<file path="src/rtl/cfs_rx_ctrl.sv">
`default_nettype none
// ============================================================================
// Module      : cfs_rx_ctrl
// Description : MD receive-side controller. It accepts one MD transfer at a
//               time and checks it for legality. A legal transfer is pushed
//               into the RX FIFO and answered with an OK response. An
//               illegal transfer is answered with an error response and
//               counted in a saturating drop counter.
// Revision    : 1.0 - initial release
// ============================================================================
module cfs_rx_ctrl #(
   parameter  int ALGN_DATA_WIDTH   = 32,
   localparam int ALGN_OFFSET_WIDTH = (ALGN_DATA_WIDTH <= 8) ? 1 : $clog2(ALGN_DATA_WIDTH/8),
   localparam int ALGN_SIZE_WIDTH   = $clog2(ALGN_DATA_WIDTH/8) + 1,
   localparam int FIFO_WIDTH        = ALGN_DATA_WIDTH + ALGN_OFFSET_WIDTH + ALGN_SIZE_WIDTH
) (
   input  logic                         clk,
   input  logic                         reset,
   // MD slave side
   input  logic                         md_rx_valid,
   input  logic [ALGN_DATA_WIDTH-1:0]   md_rx_data,
   input  logic [ALGN_OFFSET_WIDTH-1:0] md_rx_offset,
   input  logic [ALGN_SIZE_WIDTH-1:0]   md_rx_size,
   output logic                         md_rx_ready,
   output logic                         md_rx_err,
   // RX FIFO push side
   output logic                         push_valid,
   output logic [FIFO_WIDTH-1:0]        push_data,
   input  logic                         push_ready,
   // Drop statistics
   input  logic                         drop_cnt_clr,
   output logic [7:0]                   drop_cnt
);

   // Legality arithmetic runs one bit wider than the size field so that
   // offset+size and bytes+offset can never wrap.
   localparam int                   LEG_W        = ALGN_SIZE_WIDTH + 1;
   localparam logic [LEG_W-1:0]     C_NUM_BYTES  = LEG_W'(ALGN_DATA_WIDTH/8);
   localparam logic [LEG_W-1:0]     C_ONE        = LEG_W'(1);
   localparam logic [7:0]           C_DROP_MAX   = 8'hFF;

   typedef enum logic [1:0] {
      ST_IDLE     = 2'd0,
      ST_PUSH     = 2'd1,
      ST_RESP_OK  = 2'd2,
      ST_RESP_ERR = 2'd3
   } state_t;

   state_t                  r_state;
   state_t                  w_next_state;
   logic                    w_capture;
   logic [FIFO_WIDTH-1:0]   r_push_data;
   logic [7:0]              r_drop_cnt;

   logic [LEG_W-1:0]        w_off_ext;
   logic [LEG_W-1:0]        w_size_ext;
   logic [LEG_W-1:0]        w_end;
   logic [LEG_W-1:0]        w_span;
   logic [LEG_W-1:0]        w_divisor;
   logic [LEG_W-1:0]        w_rem;
   logic                    w_size_nz;
   logic                    w_legal;

   // Legality check of the request currently presented on the MD inputs:
   // non-zero size, the window fits in the bus, and the window is aligned
   // to its own size relative to the bus width.
   always_comb begin
      w_off_ext  = LEG_W'(md_rx_offset);
      w_size_ext = LEG_W'(md_rx_size);
      w_size_nz  = (w_size_ext != '0);
      w_end      = w_off_ext + w_size_ext;
      w_span     = C_NUM_BYTES + w_off_ext;
      // Divisor forced to 1 for size 0 so the remainder is always defined;
      // size 0 is rejected separately by w_size_nz.
      w_divisor  = w_size_nz ? w_size_ext : C_ONE;
      w_rem      = w_span % w_divisor;
      w_legal    = w_size_nz && (w_end <= C_NUM_BYTES) && (w_rem == '0);
   end

   // State register.
   always_ff @(posedge clk) begin
      if (reset) begin
         r_state <= ST_IDLE;
      end else begin
         r_state <= w_next_state;
      end
   end

   // Next-state and output decode. All handshake outputs are pure state
   // decodes, so each response lasts exactly one cycle and push_valid can
   // only fall after a handshake or a reset.
   always_comb begin
      w_next_state = r_state;
      w_capture    = 1'b0;
      push_valid   = 1'b0;
      md_rx_ready  = 1'b0;
      md_rx_err    = 1'b0;
      case (r_state)
         ST_IDLE: begin
            if (md_rx_valid) begin
               w_capture    = 1'b1;
               w_next_state = w_legal ? ST_PUSH : ST_RESP_ERR;
            end
         end
         ST_PUSH: begin
            push_valid = 1'b1;
            if (push_ready) begin
               w_next_state = ST_RESP_OK;
            end
         end
         ST_RESP_OK: begin
            md_rx_ready  = 1'b1;
            w_next_state = ST_IDLE;
         end
         ST_RESP_ERR: begin
            md_rx_ready  = 1'b1;
            md_rx_err    = 1'b1;
            w_next_state = ST_IDLE;
         end
         default: begin
            w_next_state = ST_IDLE;
         end
      endcase
   end

   // Capture the request in IDLE; the word is held stable through PUSH
   // because MD inputs are not looked at again until the next IDLE.
   always_ff @(posedge clk) begin
      if (reset) begin
         r_push_data <= '0;
      end else if (w_capture) begin
         r_push_data <= {md_rx_size, md_rx_offset, md_rx_data};
      end
   end

   // Saturating drop counter; a clear in the same cycle as an increment wins.
   always_ff @(posedge clk) begin
      if (reset) begin
         r_drop_cnt <= '0;
      end else if (drop_cnt_clr) begin
         r_drop_cnt <= '0;
      end else if ((r_state == ST_RESP_ERR) && (r_drop_cnt != C_DROP_MAX)) begin
         r_drop_cnt <= r_drop_cnt + 8'd1;
      end
   end

   assign push_data = r_push_data;
   assign drop_cnt  = r_drop_cnt;

   // Protocol invariants of the two handshake interfaces.
   a_no_ready_and_push : assert property (@(posedge clk) disable iff (reset)
      !(md_rx_ready && push_valid));
   a_err_only_with_ready : assert property (@(posedge clk) disable iff (reset)
      (md_rx_err |-> md_rx_ready));
   a_push_held : assert property (@(posedge clk) disable iff (reset)
      (push_valid && !push_ready) |=> (push_valid && $stable(push_data)));

endmodule
`default_nettype wire

</file>
<file path="config.mk">
export PLATFORM = sky130hd
export DESIGN_NAME = cfs_rx_ctrl
export DESIGN_NICKNAME = d
export VERILOG_FILES = /design/src/rtl/cfs_rx_ctrl.sv
export SDC_FILE = /design/constraint.sdc
export NUM_CORES = 1
export LEC_CHECK = 0
export ABC_AREA = 0
export BUFFER_PORTS_ARGS = -buffer_cell sky130_fd_sc_hd__buf_2
export CORE_MARGIN = 2
export CORE_UTILIZATION = 53
export CTS_BUF_LIST = sky130_fd_sc_hd__clkbuf_4 sky130_fd_sc_hd__clkbuf_8
export CTS_CLUSTER_DIAMETER = 150
export DETAILED_ROUTE_END_ITERATION = 8
export PLACE_DENSITY = 0.86
export SYNTH_ARGS = -nofsm -noshare
export SYNTH_HDL_FRONTEND = slang
export SYNTH_SLANG_ARGS = --single-unit
</file>
<file path="constraint.sdc">
create_clock -name clk -period 5.7 [get_ports clk]
set_input_delay 0.57 -clock clk [delete_from_list [all_inputs] [get_ports clk]]
set_output_delay 0.57 -clock clk [all_outputs]
set_load 0.005 [all_outputs]
</file>
==> impl_metrics.json <==
{
  "reg2reg_to": "drop_cnt[6]$_SDFFE_PP0P_",
  "drtPass1Iterations": 4,
  "period_minus_slack_ps": 3190,
  "hold_depth": 2,
  "cp_top_family": "compound AO/OA/AOI/OAI gates",
  "cts_setup_buffers": 0,
  "fill_cells": 328,
  "gr-total-overflow": 0,
  "outcome": "finished, final reports clean",
  "synthAdderAreaFrac_pct": 7.24,
  "crit_arrival_ps": 3360,
  "drv_slew": 0,
  "max_slew_margin_pct": 54.0,
  "drtAntennaViolNets": 0,
  "holdPathEnd": "push_data[2]$_SDFFE_PP0P_",
  "grt.total_usage_pct": 22.9,
  "leakagePower_nw": 1.29,
  "worst_pin_slew_ps": 690,
  "grt_max_degree": 41,
  "worstReg2RegStart": "drop_cnt[0]$_SDFFE_PP0P_",
  "critPathKind": "in -> reg",
  "area_delta_synth_final_pct": 27.3,
  "syn_area_per_cell_sq_um": 7.93,
  "clk_latency_ps": 290,
  "fp.dieW_microns": 67.1,
  "final.setup.tns_ps": 0,
  "vias": 2025,
  "synth_top_area_cell": "dfxtp_1",
  "antenna_found_initial": 0,
  "skew_ps": 3.76,
  "core-area_sq_um": 3740,
  "cts_tree": "yes",
  "synth_edf_count": 0,
  "hold_viol_final": 0,
  "nNetsFinal": 402,
  "wirelength_microns": 4760,
  "synth_nets": 319,
  "final-setup-viol-count": 0,
  "ir_drop_uv": 242,
  "clk_path_buf_depth": 2,
  "ys_types": 40,
  "yosys_most_used_dff": "dfxtp_1",
  "synth_area_leaders": "dfxtp_1 (45%), nand2_1 (15%), a21oi_1 (11%), ha_1 (5.3%), xor2_1 (2.5%)",
  "crit_path_max_incr_delay_ps": 390,
  "diodes": 0,
  "power_density_nw_per_um2": 278,
  "io_buffers": 89,
  "cp_common_cell": "ha_1",
  "cp-start-kind": "primary input",
  "die_area_sq_um": 4500,
  "ys_seq_area_share_pct": 44.6,
  "grt_pass1_vias": 1868,
  "synthArstFlopShare_pct": 0,
  "synth_xor_area_share_pct": 3.32,
  "drc_errors": 0,
  "synth_compound_area_share_pct": 16.3,
  "cap_violations": 0,
  "crit_path_top_delay_cell": "o31ai_1",
  "post-route-period-util_pct": 55.9,
  "drive_gt1_share_pct": 29.7,
  "syn_inst": 266,
  "rsz0062_at_grt": "false",
  "grt_first_pass_wirelength_microns": 7910,
  "via_per_inst": 5.09,
  "ys_top_cells_by_count": "nand2_1 (82), dfxtp_1 (47), a21oi_1 (45)",
  "worstPathRequired_ps": 5870,
  "synth_top_area_share_pct": 44.6,
  "yosys_warnings": 0,
  "wire_per_inst_microns": 12.0,
  "rows": 22,
  "ctsResizeCount": 0,
  "ys_ff_latch": 47,
  "drt_iter0_drc": 90,
  "io_pins": 90,
  "clkTransAtPathRegs_ps": 90,
  "min-delay-start": "push_data[2]$_SDFFE_PP0P_",
  "clkSinkCount": 47,
  "cts.root.buffer_cell": "clkbuf_8",
  "regToRegSetupSlack_ps": 4290,
  "die_h_microns": 67.1,
  "place_congestion": 0.902,
  "fmax_ghz": 0.314,
  "numCtsBuffers": 5,
  "path_buf_inv": 1,
  "synth_top_family_by_area": "simple AND/OR/NAND/NOR gates",
  "start_util_pct": 56.4,
  "muxShareOfSynthArea_pct": 0.949,
  "hold_buffers": 0,
  "detailed_place_hpwl_microns": 3540,
  "crit_chain": "buf_2, o21bai_1, ha_1, o31ai_1, nand3_1, and2_1, ha_1, a21bo_2, a21oi_1, nand2_1, a2111oi_2, a211oi_2",
  "hp-class": "reg -> reg",
  "htreeDepth": 2,
  "crit_fanout": 9,
  "netlist_area_sq_um": 2110,
  "synth_simple_gate_area_share_pct": 22.5,
  "yosysMostFrequentCell": "nand2_1",
  "reg2regPathDepth": 6,
  "p_total_w": 0.000746,
  "endpoint_kind": "register"
}
==> power breakdown <==
part | switching, W | leakage [nW] | total (W) | internal [W]
Clock | 0.000109 | 0.0618 | 0.000253 | 0.000144
Sequential | 0.0000104 | 0.384 | 0.000358 | 0.000348
Combinational | 0.0000755 | 0.839 | 0.000135 | 0.0000594
==> state kept, by name, indices dropped and copies added, names as in the netlist <==
name,cells
r_state,2
drop_cnt,8
push_data,37
==> per-layer routing <==
layer,track usage (%),vias to the layer above,share of wire [%],wire length (microns)
li1,-,1045,-,-
met1,25.8,909,43,2040
met2,40.0,64,47,2260
met3,7.60,7,8.4,402
met4,7.91,0,1.3,64
met5,0,-,0,0
==> logic make-up (layout without fill, tap and decap cells) <==
group                      after synthesis  count (layout)
other                                    1               1
AOI/OAI and AO/OA                       59              59
xor gates and xnor gates                 8               8
DFF                                     47              47
and+or+nand+nor                        113             113
adders and majority gates               11              11
buffers and inverters                   25             109
muxes                                    2               2
==> final cells by class <==
cell class	count	area (sq um)	area share, %
inverters	10	37.5	1.40
repair buffers	91	460	17.1
well taps	48	60.1	2.24
clock inverters	2	38.8	1.44
multi-input cells	194	1060	39.7
clock buffers	6	82.6	3.08
flip-flops and latches	47	941	35.0
==> layout by cell type, fill, tap and decap left out, types with 5 or more instances in the layout <==
| cell | synthesis | layout |
|---|---|---|
| clkbuf_8 | 0 | 6 |
| a21oi_1 | 45 | 45 |
| inv_1 | 10 | 10 |
| ha_1 | 9 | 9 |
| buf_2 | 4 | 89 |
| dfxtp_1 | 47 | 47 |
| nor2_1 | 10 | 10 |
| xor2_1 | 6 | 6 |
| nand3_1 | 5 | 5 |
| nand2_1 | 82 | 82 |
==> worst reg2reg max path: cells and delay by family (launching register included) <==
kind,cells,cell delay [ps]
DFF,1,390
and+or+nand+nor,3,300
xor gates and xnor gates,1,160
AOI/OAI and AO/OA,1,230
adders and majority gates,1,230
==> worst max path at each step <==
stage                  startpoint                 endpoint  slack (ps)  depth (start not counted)
global route        md_rx_size[1]  r_state[1]$_SDFFE_PP0P_        2290                         13
finish              md_rx_size[1]  r_state[1]$_SDFFE_PP0P_        2510                         12
CTS                 md_rx_size[1]  r_state[1]$_SDFFE_PP0P_        2550                         12
global placement    md_rx_size[1]  r_state[1]$_SDFFE_PP0P_        2360                         12
floorplan           md_rx_size[0]  r_state[1]$_SDFFE_PP0P_        2690                         11
detailed placement  md_rx_size[1]  r_state[1]$_SDFFE_PP0P_        2270                         12
==> through the flow <==
step | util (%) | worst slack [ps] | instances | area [sq um] | hold WS (ps)
after floorplan | - | 2690 | 266 | 2110 | 453
after global placement | 68.5 | 2360 | 390 | 2560 | 438
after detailed placement | 68.5 | 2270 | 390 | 2560 | 446
after CTS | 71.7 | 2550 | 398 | 2690 | 459
after global routing | 71.7 | 2290 | 398 | 2690 | 480
final | 71.7 | 2510 | 398 | 2690 | 456
Power figures use the tool's default switching activity.
